<file path="src/rtl/pc_unit_if.sv">
// Bundle of the PC unit's control inputs and fetch/exception outputs.
// The master modport belongs to the decode/branch side and the slave modport to the PC unit.
interface pc_unit_if #(
  parameter int XLEN = 32
);
  logic            stall;
  logic            branch_taken;
  logic [XLEN-1:0] branch_target;
  logic            jump;
  logic [XLEN-1:0] jump_target;
  logic            trap;
  logic            mret;
  logic            halt_req;
  logic            resume;
  logic [XLEN-1:0] pc_out;
  logic [XLEN-1:0] pc_plus;
  logic [XLEN-1:0] epc_out;
  logic            fetch_valid;
  logic            misaligned;
  logic            halted;

  modport master (
    output stall, branch_taken, branch_target, jump, jump_target,
           trap, mret, halt_req, resume,
    input  pc_out, pc_plus, epc_out, fetch_valid, misaligned, halted
  );

  modport slave (
    input  stall, branch_taken, branch_target, jump, jump_target,
           trap, mret, halt_req, resume,
    output pc_out, pc_plus, epc_out, fetch_valid, misaligned, halted
  );
endinterface

</file>
<file path="src/rtl/pc_unit.sv">
// Program-counter unit: fetch PC, next-PC selection, exception PC, and halt control.
// All state changes happen on the falling clock edge; reset clears everything asynchronously.
module pc_unit #(
  parameter int              XLEN         = 32,
  parameter logic [XLEN-1:0] RESET_VECTOR = '0,
  parameter logic [XLEN-1:0] TRAP_VECTOR  = XLEN'(32'h0000_0100),
  parameter int              INC          = 4,
  parameter int              ALIGN_BITS   = 2
) (
  input  logic     clk,
  input  logic     reset,
  pc_unit_if.slave bus
);
  typedef enum logic [1:0] {S_BOOT, S_RUN, S_HALT} state_t;

  localparam logic [XLEN-1:0] ALIGN_MASK = XLEN'((64'd1 << ALIGN_BITS) - 64'd1);
  localparam logic [XLEN-1:0] INC_V      = XLEN'(INC);

  state_t          r_state;
  logic [XLEN-1:0] r_pc;
  logic [XLEN-1:0] r_epc;
  logic            r_fetch_valid;
  logic            r_misaligned;
  logic            r_halted;

  state_t          w_state_next;
  logic [XLEN-1:0] w_pc_next;
  logic [XLEN-1:0] w_epc_next;
  logic            w_fetch_valid_next;
  logic            w_misaligned_next;
  logic            w_halted_next;

  logic [XLEN-1:0] w_pc_plus;
  logic            w_jump_ok;
  logic            w_branch_ok;

  assign w_pc_plus   = r_pc + INC_V;
  assign w_jump_ok   = (bus.jump_target & ALIGN_MASK) == '0;
  assign w_branch_ok = (bus.branch_target & ALIGN_MASK) == '0;

  always_ff @(negedge clk or posedge reset) begin
    if (reset) begin
      r_state       <= S_BOOT;
      r_pc          <= '0;
      r_epc         <= '0;
      r_fetch_valid <= 1'b0;
      r_misaligned  <= 1'b0;
      r_halted      <= 1'b0;
    end else begin
      r_state       <= w_state_next;
      r_pc          <= w_pc_next;
      r_epc         <= w_epc_next;
      r_fetch_valid <= w_fetch_valid_next;
      r_misaligned  <= w_misaligned_next;
      r_halted      <= w_halted_next;
    end
  end

  always_comb begin
    w_state_next       = r_state;
    w_pc_next          = r_pc;
    w_epc_next         = r_epc;
    w_fetch_valid_next = r_fetch_valid;
    w_misaligned_next  = 1'b0;
    w_halted_next      = r_halted;

    case (r_state)
      S_BOOT: begin
        w_pc_next          = RESET_VECTOR;
        w_fetch_valid_next = 1'b1;
        w_state_next       = S_RUN;
      end
      S_RUN: begin
        // A misaligned jump/branch is handled like a trap, plus the one-cycle flag.
        if (bus.trap) begin
          w_epc_next = r_pc;
          w_pc_next  = TRAP_VECTOR;
        end else if (bus.mret) begin
          w_pc_next = r_epc;
        end else if (bus.jump) begin
          if (w_jump_ok) begin
            w_pc_next = bus.jump_target;
          end else begin
            w_epc_next        = r_pc;
            w_pc_next         = TRAP_VECTOR;
            w_misaligned_next = 1'b1;
          end
        end else if (bus.branch_taken) begin
          if (w_branch_ok) begin
            w_pc_next = bus.branch_target;
          end else begin
            w_epc_next        = r_pc;
            w_pc_next         = TRAP_VECTOR;
            w_misaligned_next = 1'b1;
          end
        end else if (!bus.stall) begin
          w_pc_next = w_pc_plus;
        end

        if (bus.halt_req) begin
          w_state_next       = S_HALT;
          w_halted_next      = 1'b1;
          w_fetch_valid_next = 1'b0;
        end
      end
      S_HALT: begin
        if (bus.resume && !bus.halt_req) begin
          w_state_next       = S_RUN;
          w_halted_next      = 1'b0;
          w_fetch_valid_next = 1'b1;
        end
      end
      default: begin
        w_state_next = S_BOOT;
      end
    endcase
  end

  assign bus.pc_out      = r_pc;
  assign bus.pc_plus     = w_pc_plus;
  assign bus.epc_out     = r_epc;
  assign bus.fetch_valid = r_fetch_valid;
  assign bus.misaligned  = r_misaligned;
  assign bus.halted      = r_halted;
endmodule

</file>
<file path="src/flat_wrapper.sv">
// flat-port wrapper written by rule: the top's interface ports become plain ports
module pc_unit_flat 
#(
  parameter int              XLEN         = 32,
  parameter logic [XLEN-1:0] RESET_VECTOR = '0,
  parameter logic [XLEN-1:0] TRAP_VECTOR  = XLEN'(32'h0000_0100),
  parameter int              INC          = 4,
  parameter int              ALIGN_BITS   = 2
)
  (clk, reset, bus_stall, bus_branch_taken, bus_branch_target, bus_jump, bus_jump_target, bus_trap, bus_mret, bus_halt_req, bus_resume, bus_pc_out, bus_pc_plus, bus_epc_out, bus_fetch_valid, bus_misaligned, bus_halted);
  pc_unit_if #(.XLEN(XLEN)) bus_i ();
  input  logic clk;
  input  logic reset;
  input wire logic [$bits(bus_i.stall)-1:0] bus_stall;
  input wire logic [$bits(bus_i.branch_taken)-1:0] bus_branch_taken;
  input wire logic [$bits(bus_i.branch_target)-1:0] bus_branch_target;
  input wire logic [$bits(bus_i.jump)-1:0] bus_jump;
  input wire logic [$bits(bus_i.jump_target)-1:0] bus_jump_target;
  input wire logic [$bits(bus_i.trap)-1:0] bus_trap;
  input wire logic [$bits(bus_i.mret)-1:0] bus_mret;
  input wire logic [$bits(bus_i.halt_req)-1:0] bus_halt_req;
  input wire logic [$bits(bus_i.resume)-1:0] bus_resume;
  output wire logic [$bits(bus_i.pc_out)-1:0] bus_pc_out;
  output wire logic [$bits(bus_i.pc_plus)-1:0] bus_pc_plus;
  output wire logic [$bits(bus_i.epc_out)-1:0] bus_epc_out;
  output wire logic [$bits(bus_i.fetch_valid)-1:0] bus_fetch_valid;
  output wire logic [$bits(bus_i.misaligned)-1:0] bus_misaligned;
  output wire logic [$bits(bus_i.halted)-1:0] bus_halted;
  assign bus_i.stall = bus_stall;
  assign bus_i.branch_taken = bus_branch_taken;
  assign bus_i.branch_target = bus_branch_target;
  assign bus_i.jump = bus_jump;
  assign bus_i.jump_target = bus_jump_target;
  assign bus_i.trap = bus_trap;
  assign bus_i.mret = bus_mret;
  assign bus_i.halt_req = bus_halt_req;
  assign bus_i.resume = bus_resume;
  assign bus_pc_out = bus_i.pc_out;
  assign bus_pc_plus = bus_i.pc_plus;
  assign bus_epc_out = bus_i.epc_out;
  assign bus_fetch_valid = bus_i.fetch_valid;
  assign bus_misaligned = bus_i.misaligned;
  assign bus_halted = bus_i.halted;
  pc_unit #(.XLEN(XLEN), .RESET_VECTOR(RESET_VECTOR), .TRAP_VECTOR(TRAP_VECTOR), .INC(INC), .ALIGN_BITS(ALIGN_BITS)) u_core (.clk(clk), .reset(reset), .bus(bus_i));
endmodule
</file>
<file path="config.mk">
export PLATFORM = sky130hd
export DESIGN_NAME = pc_unit_flat
export DESIGN_NICKNAME = d
export VERILOG_FILES = /design/src/rtl/pc_unit_if.sv /design/src/rtl/pc_unit.sv /design/src/flat_wrapper.sv
export SDC_FILE = /design/constraint.sdc
export NUM_CORES = 1
export LEC_CHECK = 0
export CORE_UTILIZATION = 45
export CTS_BUF_LIST = sky130_fd_sc_hd__clkbuf_16
export CTS_CLUSTER_DIAMETER = 150
export DETAILED_ROUTE_END_ITERATION = 8
export PLACE_DENSITY = 0.89
export SYNTH_ARGS = -nofsm -noshare
export SYNTH_HDL_FRONTEND = slang
export SYNTH_SLANG_ARGS = --single-unit
</file>
<file path="constraint.sdc">
create_clock -name clk -period 5.1 [get_ports clk]
set_clock_uncertainty 0.2 [all_clocks]
set_input_delay 0.765 -clock clk [delete_from_list [all_inputs] [get_ports clk]]
set_output_delay 0.765 -clock clk [all_outputs]
set_load 0.02 [all_outputs]
</file>
# Word level (Yosys, flattened, before mapping)
# Index checks and enable logic that the tools add are counted.
totals:
  ff_bits: 69
  output_inout_bits: 99
  in_bits: 73
  elab_cells: 59
op_classes:
  eq_ne: 8
  addsub: 1
  n_mux: 30
  reduce_logical: 14
ops:
  columns: ["cell", "count"]
  rows:
  - ["32-bit two-way mux", 13]
  - ["32-bit logical NOT", 2]
  - ["32-bit one-hot mux with 2 select lines", 1]
  - ["32-bit by 3-bit adder with 32-bit output (second input constant)", 1]
  - ["1-bit two-way mux", 11]
  - ["3-bit inequality test (second input constant)", 2]
  - ["6-bit inequality test (second input constant)", 1]
  - ["2-bit one-hot mux with 3 select lines", 1]
  - ["3-bit AND reduction", 2]
  - ["3-bit nonzero test", 2]
  - ["5-bit AND reduction", 1]
  - ["2-bit two-way mux", 2]
  - ["2-bit inequality test (second input constant)", 2]
  - ["2-bit AND reduction", 2]
  - ["2-bit nonzero test", 2]
  - ["1-bit one-hot mux with 3 select lines", 1]
  - ["2-bit by 1-bit equality test with 1-bit output (second input constant)", 1]
  - ["2-bit equality test (second input constant)", 1]
  - ["2-bit logical NOT", 1]
  - ["2-bit by 1-bit inequality test with 1-bit output (second input constant)", 1]
  - ["1-bit one-hot mux with 2 select lines", 1]
  - ["1-bit logical AND", 1]
  - ["1-bit logical NOT", 1]

# Depth between registers and ports, before layout
# Gate-level depths: netlist of run 1.
logic_depth:
  depth_word: 7
  ltp_mapped: 8

==> impl_metrics.yaml, run 1 <==
outcome:
  status: "finished, violations left"
  violations: "setup timing"
setup_path:
  required_ns: 4.14
  critPathLaunch: "u_core.bus.pc_out[15]"
  start_kind: "register"
  crit_path_end_kind: "output pin"
  rr_worst_depth: 6
  crit_type: "reg -> out"
  rr_startpoint: "u_core.r_state[0]"
  critPathArrivalTime_ns: 4.74
  path_max_fanout: 5
  r2r_end: "u_core.bus.pc_out[18]"
  r2r_slack_ns: 2.44
synthesis:
  synthArstFlopShare: 1.00
  syn_inst: 518
  synth_compound_area_frac: 0.250
  synth.area.top_cells: "dfrtn_1 37%, mux2_2 7.3%, a21oi_1 4.0%"
  syn_nets: 592
  ys_ff_latch: 69
  synth-edff-count: 0
  synthAdderAreaFrac: 0.00271
  synthDominantCellAreaShare: 0.374
  ys_seq_area_frac: 0.374
  synth_flop_cell: "dfrtn_1"
  syn_avg_cell_area_um2: 8.92
  synth_xor_area_frac: 0.0474
  synth.area.mux_share: 0.0775
  netlist_area_um2: 4620
  synth-simple-area-share: 0.187
  synth.distinct_cells: 68
  synth_top_area_cell: "dfrtn_1"
  ys_warn_count: 0
  synth_top_family_by_area: "compound AO/OA/AOI/OAI gates"
power_and_ir_drop:
  swShare: 0.430
  power_leakage_uw: 0.00424
  intPower_uw: 2180
  pwr-share-seq: 0.244
  power_density_nw_per_um2: 433
  p_total_uw: 3820
  power_frac_comb: 0.572
  clkPwrFrac: 0.184
  switching_power_uw: 1640
  ir_worst_vdd_mv: 0.324
place:
  gp_congestion: 0.917
  post_dp_cell_area_um2: 7690
  place_hpwl_um: 14200
  place_inst: 907
  io_buffers: 171
cts:
  root_buffer: "clkbuf_16"
  htreeDepth: 3
  clkLatencyLatePin_ns: 0.36
  hold_buffers: 0
  cts_tree: "built"
  cts_buffers: 9
  clock_sinks: 69
  cts_max_path_buffers: 2
  clkTransAtPathRegs_ns: 0.05
floorplan:
  dieArea_um2: 10700
  core-area_um2: 9860
  boundaryPins: 172
  die_y_um: 103
  initial_core_util: 0.468
  die_w_um: 103
  fp-row-count: 36
job:
  cap_violations: 0
timing:
  tightest_slew_ns: 0.678
  fin_setup_tns_ns: -13.23
  slew_viol_final: 0
  slew_headroom: 0.542
  setup_slack_ns: -0.607
  setup_viol: 51
  rsz0062_at_grt: "yes"
  hold_viol: 0
global_route:
  grt-ovfl-total: 0
  groute.usage.overall: 0.452
  antenna_found_initial: 1
  grt_first_pass_wirelength_um: 35100
  grt_max_degree: 70
  grt_pass1_vias: 6435
layout:
  final_area_um2: 8840
  fillers: 344
  drive_gt1_frac: 0.405
  nets: 901
  multi_input_comb_area_um2: 3310
  seq_area_um2: 1730
  post-route-util: 0.896
  syn2layout_area_growth_pct: 91.3
  final_cells: 967
min_path:
  hold_path_depth: 2
  hold_class: "reg -> reg"
  worstHoldEndpoint: "u_core.bus.fetch_valid"
  worstHoldStart: "u_core.bus.fetch_valid"
routing:
  drt_iter0_markers: 1139
  final_antenna_net_count: 0
  dr.pass1.iters: 6
  wl_um: 28800
  drcViolationCount: 0
  dr_total_vias: 6890
  wire_per_inst_um: 29.8
  drt-vias-per-instance: 7.13
registers in the layout (all words and copies together), names as in the netlist:
signal and flops:
u_core.r_state 2, u_core.bus.halted 1, u_core.bus.pc_out 32, u_core.bus.epc_out 32
u_core.bus.misaligned 1, u_core.bus.fetch_valid 1
Yosys cell counts (6+ instances only):
cell	instances
dfrtn_1	69
nand2_1	44
a21oi_1	37
mux2_2	30
o21ai_0	25
nor2_1	24
inv_1	22
clkbuf_1	19
xnor2_1	17
nand3_1	15
nor3_1	15
a21o_1	13
o211ai_1	13
buf_2	12
a31oi_1	11
nand4_1	10
and4_1	9
a221oi_1	8
and3_1	8
xor2_1	8
a22o_1	7
o221ai_1	7
a221o_1	6
placed cells by master (no fill, tap or decap), drive strengths merged, types with 16 or more instances in the layout:
| master | instances |
|---|---|
| buf | 193 |
| dlygate4sd2 | 16 |
| dfrtn | 69 |
| o21ai | 27 |
| xnor2 | 17 |
| inv | 23 |
| mux2 | 30 |
| nand2 | 44 |
| nor2 | 25 |
| a21oi | 37 |
| clkdlybuf4s50 | 111 |
kinds of logic (layout without fill, tap and decap cells):
family	after synthesis	count (layout)
xor gates and xnor gates	25	25
and+or+nand+nor	162	162
AOI/OAI and AO/OA	166	166
DFF	69	69
buffers and inverters	63	377
muxes	32	32
adders and majority gates	1	1
other	0	2
power groups by stage:
stage,Sequential (µW),Combinational [µW],Clock [µW]
2_1_floorplan,1110,697,0
3_3_place_gp,876,1810,0
3_5_place_dp,897,1860,0
4_1_cts,895,1890,675
5_1_grt,939,2270,726
6_report,933,2190,702
per-layer routing:
layer | GRT usage | routed length, µm | up-vias
met3 | 0.165 | 4460 | 358
met1 | 0.494 | 8760 | 3163
li1 | - | - | 2558
met5 | 0.0337 | 66 | -
met2 | 0.708 | 12300 | 807
met4 | 0.365 | 3230 | 4
worst max path at each step:
stage / end
after floorplan: bus_pc_plus[19]
after global placement: bus_pc_plus[19]
after detailed placement: bus_pc_plus[19]
after CTS: bus_pc_plus[19]
after global routing: bus_pc_plus[27]
final: bus_pc_plus[28]
per-stage QoR:
| stage | setup slack [ns] | hold slack [ns] |
|---|---|---|
| after global routing | -0.899 | 0.297 |
| after global placement | -0.501 | 0.270 |
| final | -0.607 | 0.292 |
| after floorplan | -0.263 | 0.255 |
| after detailed placement | -0.565 | 0.281 |
| after CTS | -0.453 | 0.286 |
critical path, cell delays in order, from the launching register on:
cell,delay (ns)
dfrtn_1,0.55
nand4_1,0.29
nor3_4,0.26
buf_12,0.16
and4_4,0.27
xnor2_2,0.12
buf_4,0.17
final cells by class:
class                      instances  area share
antenna                            2    0.000566
sequential                        69       0.195
clock inverter                     7      0.0103
inverter                          24      0.0106
clock buffer                       9      0.0255
tap                              133      0.0188
multi-input combinational        386       0.375
timing repair buffer             337       0.364
what timing repair did:
action | in CTS | in global routing
setup endpoints to repair | 78 | 92
cloned | 0 | 2
gates resized for setup | 223 | 71
buffers inserted | 16 | 24
pin swaps | 27 | 36
Power figures use the tool's default switching activity.
==> run 2, diff against run 1 <==
--- a/config.mk
+++ b/config.mk
@@ -7,2 +7,3 @@
 export LEC_CHECK = 0
+export CAP_MARGIN = 20
 export CORE_UTILIZATION = 45
==> constraint.sdc (replaced) <==
create_clock -name clk -period 5.1 [get_ports clk]
set_clock_uncertainty 0.2 [all_clocks]
set_input_delay 1.02 -clock clk [delete_from_list [all_inputs] [get_ports clk]]
set_output_delay 1.02 -clock clk [all_outputs]
set_load 0.02 [all_outputs]
==> impl_metrics.yaml, run 2 <==
synthesis:
  synth.area.top_cells: "dfrtn_1 37%, mux2_2 7.3%, a21oi_1 4.0%"
  netlist_area_um2: 4620
  syn_inst: 518
  synth.distinct_cells: 68
  synth_flop_cell: "dfrtn_1"
  synthArstFlopShare: 1.00
  ys_top_cells_by_count: "69 x dfrtn_1, 44 x nand2_1, 37 x a21oi_1, 30 x mux2_2, 25 x o21ai_0"
  ys_warn_count: 0
  syn_avg_cell_area_um2: 8.92
  ys_ff_latch: 69
  syn_nets: 592
  synth-edff-count: 0
  ys_seq_area_frac: 0.374
  synth_top_area_cell: "dfrtn_1"
  synthDominantCellAreaShare: 0.374
  synth.most_common_cell: "dfrtn_1"
floorplan:
  boundaryPins: 172
  die_y_um: 103
  fp-row-count: 36
  initial_core_util: 0.468
  die_w_um: 103
timing:
  grt-worst-endpoint: "bus_pc_plus[23]"
  endpoint_type: "primary output"
cts:
  cts_max_path_buffers: 2
  root_buffer: "clkbuf_16"
  htreeDepth: 3
  clock_sinks: 69
  cts_buffers: 9
outcome:
  haltStage: "global routing (5_1_grt)"
  status: "did not finish"
  tool.error: "[ERROR GRT-0232] Routing congestion too high. Check the congestion heatmap in the GUI."
place:
  gp_congestion: 0.930
  io_buffers: 171
  place_hpwl_um: 15300
  place_inst: 918
  post_dp_cell_area_um2: 7920
global_route:
  groute.usage.overall: 0.787
  grt_max_degree: 28
  grt-ovfl-total: 7
## run 2: cell counts after synthesis
No cell type changed its count.
## run 2: stage by stage
step	utilization	setup slack, ns
4_1_cts	0.885	-0.755
3_5_place_dp	0.803	-0.832
3_3_place_gp	0.803	-0.794
2_1_floorplan	-	-0.518
## run 2: cell families after synthesis
kind of cell / Yosys count / share of synthesized area
AO/OA/AOI/OAI: 166 / 0.250
AND/OR/NAND/NOR: 162 / 0.187
flip-flops: 69 / 0.374
buffers and inverters: 63 / 0.0610
multiplexers: 32 / 0.0775
XOR/XNOR: 25 / 0.0474
adder cells (fa/ha/maj): 1 / 0.00271
## run 2: routing by layer
layer	GRT usage	GRT overflow
met1	0.793	1
met3	0.718	0
met5	0.394	0
met4	0.715	3
met2	0.907	3
## run 2: repair_timing
action,4_1_cts
setup buffers,22
hold buffers,0
endpoints found under the hold margin,0
gates cloned,4
setup endpoints to repair,161
resized for setup,348
pin swaps,32
==> run 3, diff against run 2 <==
Settings changed: CORE_UTILIZATION 45 to 30, CTS_BUF_LIST sky130_fd_sc_hd__clkbuf_16 to default, CTS_CLUSTER_DIAMETER 150 to default, PLACE_DENSITY 0.89 to default, PLACE_DENSITY_LB_ADDON from default to 0.15.
==> impl_metrics.yaml, run 3 (synthesis results as in run 1) <==
global_route:
  antenna_found_initial: 0
  groute.usage.overall: 0.260
  grt-ovfl-total: 0
  grt_pass1_vias: 5761
  grt_first_pass_wirelength_um: 31600
  grt_max_degree: 70
setup_path:
  required_ns: 3.88
  crit_type: "reg -> out"
  r2r_slack_ns: 2.69
  critPathArrivalTime_ns: 4.61
  path_max_fanout: 3
  rr_startpoint: "u_core.bus.pc_out[6]"
  start_kind: "register"
  crit_path_end_kind: "output pin"
  rr_worst_depth: 9
  r2r_end: "u_core.bus.pc_out[30]"
floorplan:
  initial_core_util: 0.313
  core-area_um2: 14800
  dieArea_um2: 15900
  fp-row-count: 44
  die_w_um: 126
  die_y_um: 126
  boundaryPins: 172
place:
  place_hpwl_um: 14500
  io_buffers: 171
  gp_congestion: 0.865
  place_inst: 974
layout:
  post-route-util: 0.614
  syn2layout_area_growth_pct: 96.2
  nets: 927
  drive_gt1_frac: 0.446
  layout_commonest_cell: "buf_4"
  final_cells: 1042
  layout_common_cells: "161 x buf_4, 69 x dfrtn_1, 63 x clkdlybuf4s50_1"
  n_antenna_cell: 0
power_and_ir_drop:
  ir_worst_vdd_mv: 0.314
  power_frac_comb: 0.578
  power_density_nw_per_um2: 390
  p_total_uw: 3530
  pwr-share-seq: 0.253
  switching_power_uw: 1440
  power_leakage_uw: 0.00438
  swShare: 0.407
  clkPwrFrac: 0.169
  intPower_uw: 2100
min_path:
  worstHoldStart: "u_core.bus.epc_out[12]"
  worstHoldEndpoint: "u_core.bus.epc_out[12]"
  hold_class: "reg -> reg"
  hold_path_depth: 1
cts:
  cts_max_path_buffers: 2
  cts_buffers: 9
  clkTransAtPathRegs_ns: 0.04
  hold_buffers: 0
  htreeDepth: 3
  root_buffer: "clkbuf_16"
  clkLatencyLatePin_ns: 0.35
  clock_sinks: 69
  cts_tree: "built"
routing:
  wl_um: 20500
  dr_total_vias: 5549
  wire_per_inst_um: 19.6
  drcViolationCount: 0
  drt-vias-per-instance: 5.33
  final_antenna_net_count: 0
  drt_iter0_markers: 408
  dr.pass1.iters: 5
timing:
  slew_headroom: 0.691
  setup_slack_ns: -0.734
  setup_viol: 28
  hold_viol: 0
  tightest_slew_ns: 0.462
  rsz0062_at_grt: "yes"
  slew_viol_final: 0
outcome:
  violations: "setup timing"
  status: "finished, violations left"
job:
  cap_violations: 0
-- run 3: worst max-delay path, cell delays in order, from the launching register on --
cell and delay [ns]:
dfrtn_1 0.44, nand4_1 0.19, or2_4 0.29, or4_4 0.48
xnor2_4 0.18, buf_6 0.13
-- run 3: timing repair --
action | CTS | global route
pin swaps | 40 | 32
cloned | 3 | 0
gates resized for setup | 343 | 62
buffers inserted | 31 | 20
hold endpoints to repair | 0 | 0
endpoints found under the setup margin | 161 | 88
-- run 3: worst max-delay path by stage --
stage | cells after the start | endpoint | startpoint | slack, ns
finish | 5 | bus_pc_plus[19] | u_core.bus.pc_out[4] | -0.73
floorplan | 6 | bus_pc_plus[19] | u_core.bus.pc_out[4] | -0.52
global placement | 5 | bus_pc_plus[19] | u_core.bus.pc_out[7] | -0.82
CTS | 5 | bus_pc_plus[19] | u_core.bus.pc_out[7] | -0.76
global route | 5 | bus_pc_plus[19] | u_core.bus.pc_out[6] | -0.83
detailed placement | 5 | bus_pc_plus[19] | u_core.bus.pc_out[6] | -0.89
-- run 3: layout make-up --
class                      instances  area (µm²)
clock buffer                      12         246
sequential                        69        1730
inverter                          24        95.1
multi-input combinational        386        3450
clock inverter                     4        23.8
fill                            1282        5690
tap                              184         230
timing repair buffer             363        3290
-- run 3: power by group through the flow --
stage / clock, µW / combinational, µW / sequential, µW
2_1_floorplan: 0 / 788 / 1120
3_3_place_gp: 0 / 1920 / 887
3_5_place_dp: 0 / 1930 / 897
4_1_cts: 607 / 2000 / 891
5_1_grt: 625 / 2160 / 919
6_report: 596 / 2040 / 893
-- run 3: through the flow --
| step | setup TNS [ns] | instance area, µm² | setup slack, ns | hold WS (ns) |
|---|---|---|---|---|
| 3_3_place_gp | -58.49 | 8010 | -0.821 | 0.282 |
| 6_report | -15.32 | 9060 | -0.734 | 0.280 |
| 5_1_grt | -17.51 | 9060 | -0.831 | 0.297 |
| 4_1_cts | -14.85 | 8810 | -0.761 | 0.284 |
| 3_5_place_dp | -62.10 | 8010 | -0.891 | 0.285 |
| 2_1_floorplan | -10.95 | 5150 | -0.518 | 0.256 |
-- run 3: routing by layer --
metal | vias to the layer above | global-route usage | share of wire
li1 | 2611 | - | -
met5 | - | 0 | 0
met2 | 219 | 0.434 | 0.50
met1 | 2689 | 0.336 | 0.43
met4 | 0 | 0.107 | 0.019
met3 | 30 | 0.0408 | 0.053
==> run 4, diff against run 3 <==
Settings changed: CORE_UTILIZATION 30 to 43, GPL_TIMING_DRIVEN from default to 0.
==> impl_metrics.yaml, run 4 (synthesis results as in run 1) <==
global_route:
  grt_use_met1: 0.483
  use_met2: 0.595
  grt_first_pass_wirelength_um: 32600
  grt_pass1_vias: 5984
  groute.usage.overall: 0.386
  grt-ovfl-total: 0
  globalRoute.busiestLayer: "met2"
  antenna_found_initial: 0
  grt_max_degree: 40
  met3_usage: 0.0742
floorplan:
  die_y_um: 106
  core-area_um2: 10400
  fp-row-count: 37
  initial_core_util: 0.445
  boundaryPins: 172
  die_w_um: 106
  dieArea_um2: 11200
timing:
  rsz0062_at_grt: "yes"
  tightest_slew_ns: 0.756
  hold_viol: 0
  holdWs_ns: 0.283
  slew_headroom: 0.495
  setup_viol: 38
  slew_viol_final: 0
  setup_slack_ns: -0.904
outcome:
  violations: "setup timing"
  status: "finished, violations left"
layout:
  nets: 871
  layout_commonest_cell: "buf_4"
  n_antenna_cell: 0
  fillers: 569
  post-route-util: 0.828
  syn2layout_area_growth_pct: 86.0
  drive_gt1_frac: 0.410
  final_area_um2: 8590
  final_cells: 938
  layout_common_cells: "93 x buf_4, 69 x dfrtn_1, 62 x clkdlybuf4s50_1"
power_and_ir_drop:
  swShare: 0.437
  p_total_uw: 3500
  switching_power_uw: 1530
  ir_worst_vdd_mv: 0.275
  pwr-share-seq: 0.262
  power_density_nw_per_um2: 408
  clkPwrFrac: 0.143
  power_frac_comb: 0.595
  intPower_uw: 1970
  power_leakage_uw: 0.00411
setup_path:
  path_max_fanout: 6
  crit_path_end_kind: "output pin"
  r2r_slack_ns: 2.52
  start_kind: "register"
  cp.depth: 8
  crit_top_cell: "buf_6"
  critPathArrivalTime_ns: 4.78
  cp_top_family: "simple AND/OR/NAND/NOR gates"
  rr_worst_depth: 9
  required_ns: 3.88
  cpMaxStageDelayCell: "dfrtn_1"
  path_cells: "buf_6 > and4_1 > buf_6 > nand4_4 > buf_6 > o21a_1 > or2_4 > buf_6"
  crit_buf_inv: 4
  cpPeakStageDelay_ns: 0.46
  crit_type: "reg -> out"
cts:
  cts_max_path_buffers: 2
  clkLatencyLatePin_ns: 0.35
  cts_tree: "built"
  hold_buffers: 0
  root_buffer: "clkbuf_8"
  htreeDepth: 3
  clock_sinks: 69
  cts_buffers: 9
  clkTransAtPathRegs_ns: 0.06
job:
  cap_violations: 0
routing:
  wl_um: 23600
  drt_iter0_markers: 704
  drt-vias-per-instance: 6.66
  final_antenna_net_count: 0
  dr_total_vias: 6244
  wire_per_inst_um: 25.1
  drcViolationCount: 0
  dr.pass1.iters: 6
min_path:
  hold_class: "reg -> reg"
  hold_path_depth: 1
place:
  gp_congestion: 0.908
  post_dp_cell_area_um2: 7040
  io_buffers: 170
  place_hpwl_um: 13000
  place_inst: 825
## run 4: cell types whose count changed in the layout (fill, tap and decap cells not counted), sizes merged
cell,before,now
clkinvlp,1,3
clkdlybuf4s50,63,62
dlygate4sd2,51,60
buf,230,154
dlymetal6s2s,0,1
clkinv,6,3
clkdlybuf4s15,9,8
inv,21,22
clkbuf,22,33
bufinv,0,1
## run 4: metal layers
metal  part of all wire  vias up
met5                  0        -
met2               0.45      641
met4              0.087        0
met3               0.13      209
met1               0.34     2903
li1                   -     2491
## run 4: worst paths after layout
| kind | startpoint | endpoint |
|---|---|---|
| worst max-delay path | u_core.bus.pc_out[4] | bus_pc_plus[17] |
| worst min-delay path | u_core.bus.epc_out[1] | u_core.bus.epc_out[1] |
| worst max register to register | u_core.bus.pc_out[4] | u_core.bus.pc_out[30] |
| worst min register to register | u_core.bus.epc_out[1] | u_core.bus.epc_out[1] |
| max in group asynchronous | reset | u_core.bus.pc_out[31] |
| min in group asynchronous | reset | u_core.bus.epc_out[5] |
## run 4: repair_timing
item                                    CTS  global route
setup buffers                            80            19
gates cloned                              1             1
gates resized for setup                 358            86
endpoints found under the setup margin  164            93
endpoints found under the hold margin     0             0
pin swaps                                35            37
## run 4: stage by stage
step | TNS (ns) | setup slack (ns)
after floorplan | -10.95 | -0.518
after global placement | -108.26 | -1.38
after detailed placement | -92.85 | -1.40
after CTS | -16.49 | -0.821
after global routing | -22.11 | -1.04
final | -20.33 | -0.904
## run 4: cell type report
| class | instances | area (µm²) | area share |
|---|---|---|---|
| plain buffers | 38 | 405 | 0.0472 |
| inverters | 24 | 114 | 0.0133 |
| well taps | 136 | 170 | 0.0198 |
| clock inverters | 5 | 58.8 | 0.00685 |
| multi-input cells | 386 | 3490 | 0.406 |
| repair buffers | 269 | 2470 | 0.288 |
| flip-flops and latches | 69 | 1730 | 0.201 |
| clock buffers | 11 | 151 | 0.0176 |
## run 4: power by group through the flow
stage	sequential [µW]	clock (µW)	combinational, µW
after floorplan	1120	0	788
after global placement	949	0	1660
after detailed placement	959	0	1680
after CTS	895	484	1900
after global routing	933	520	2150
final	918	501	2080
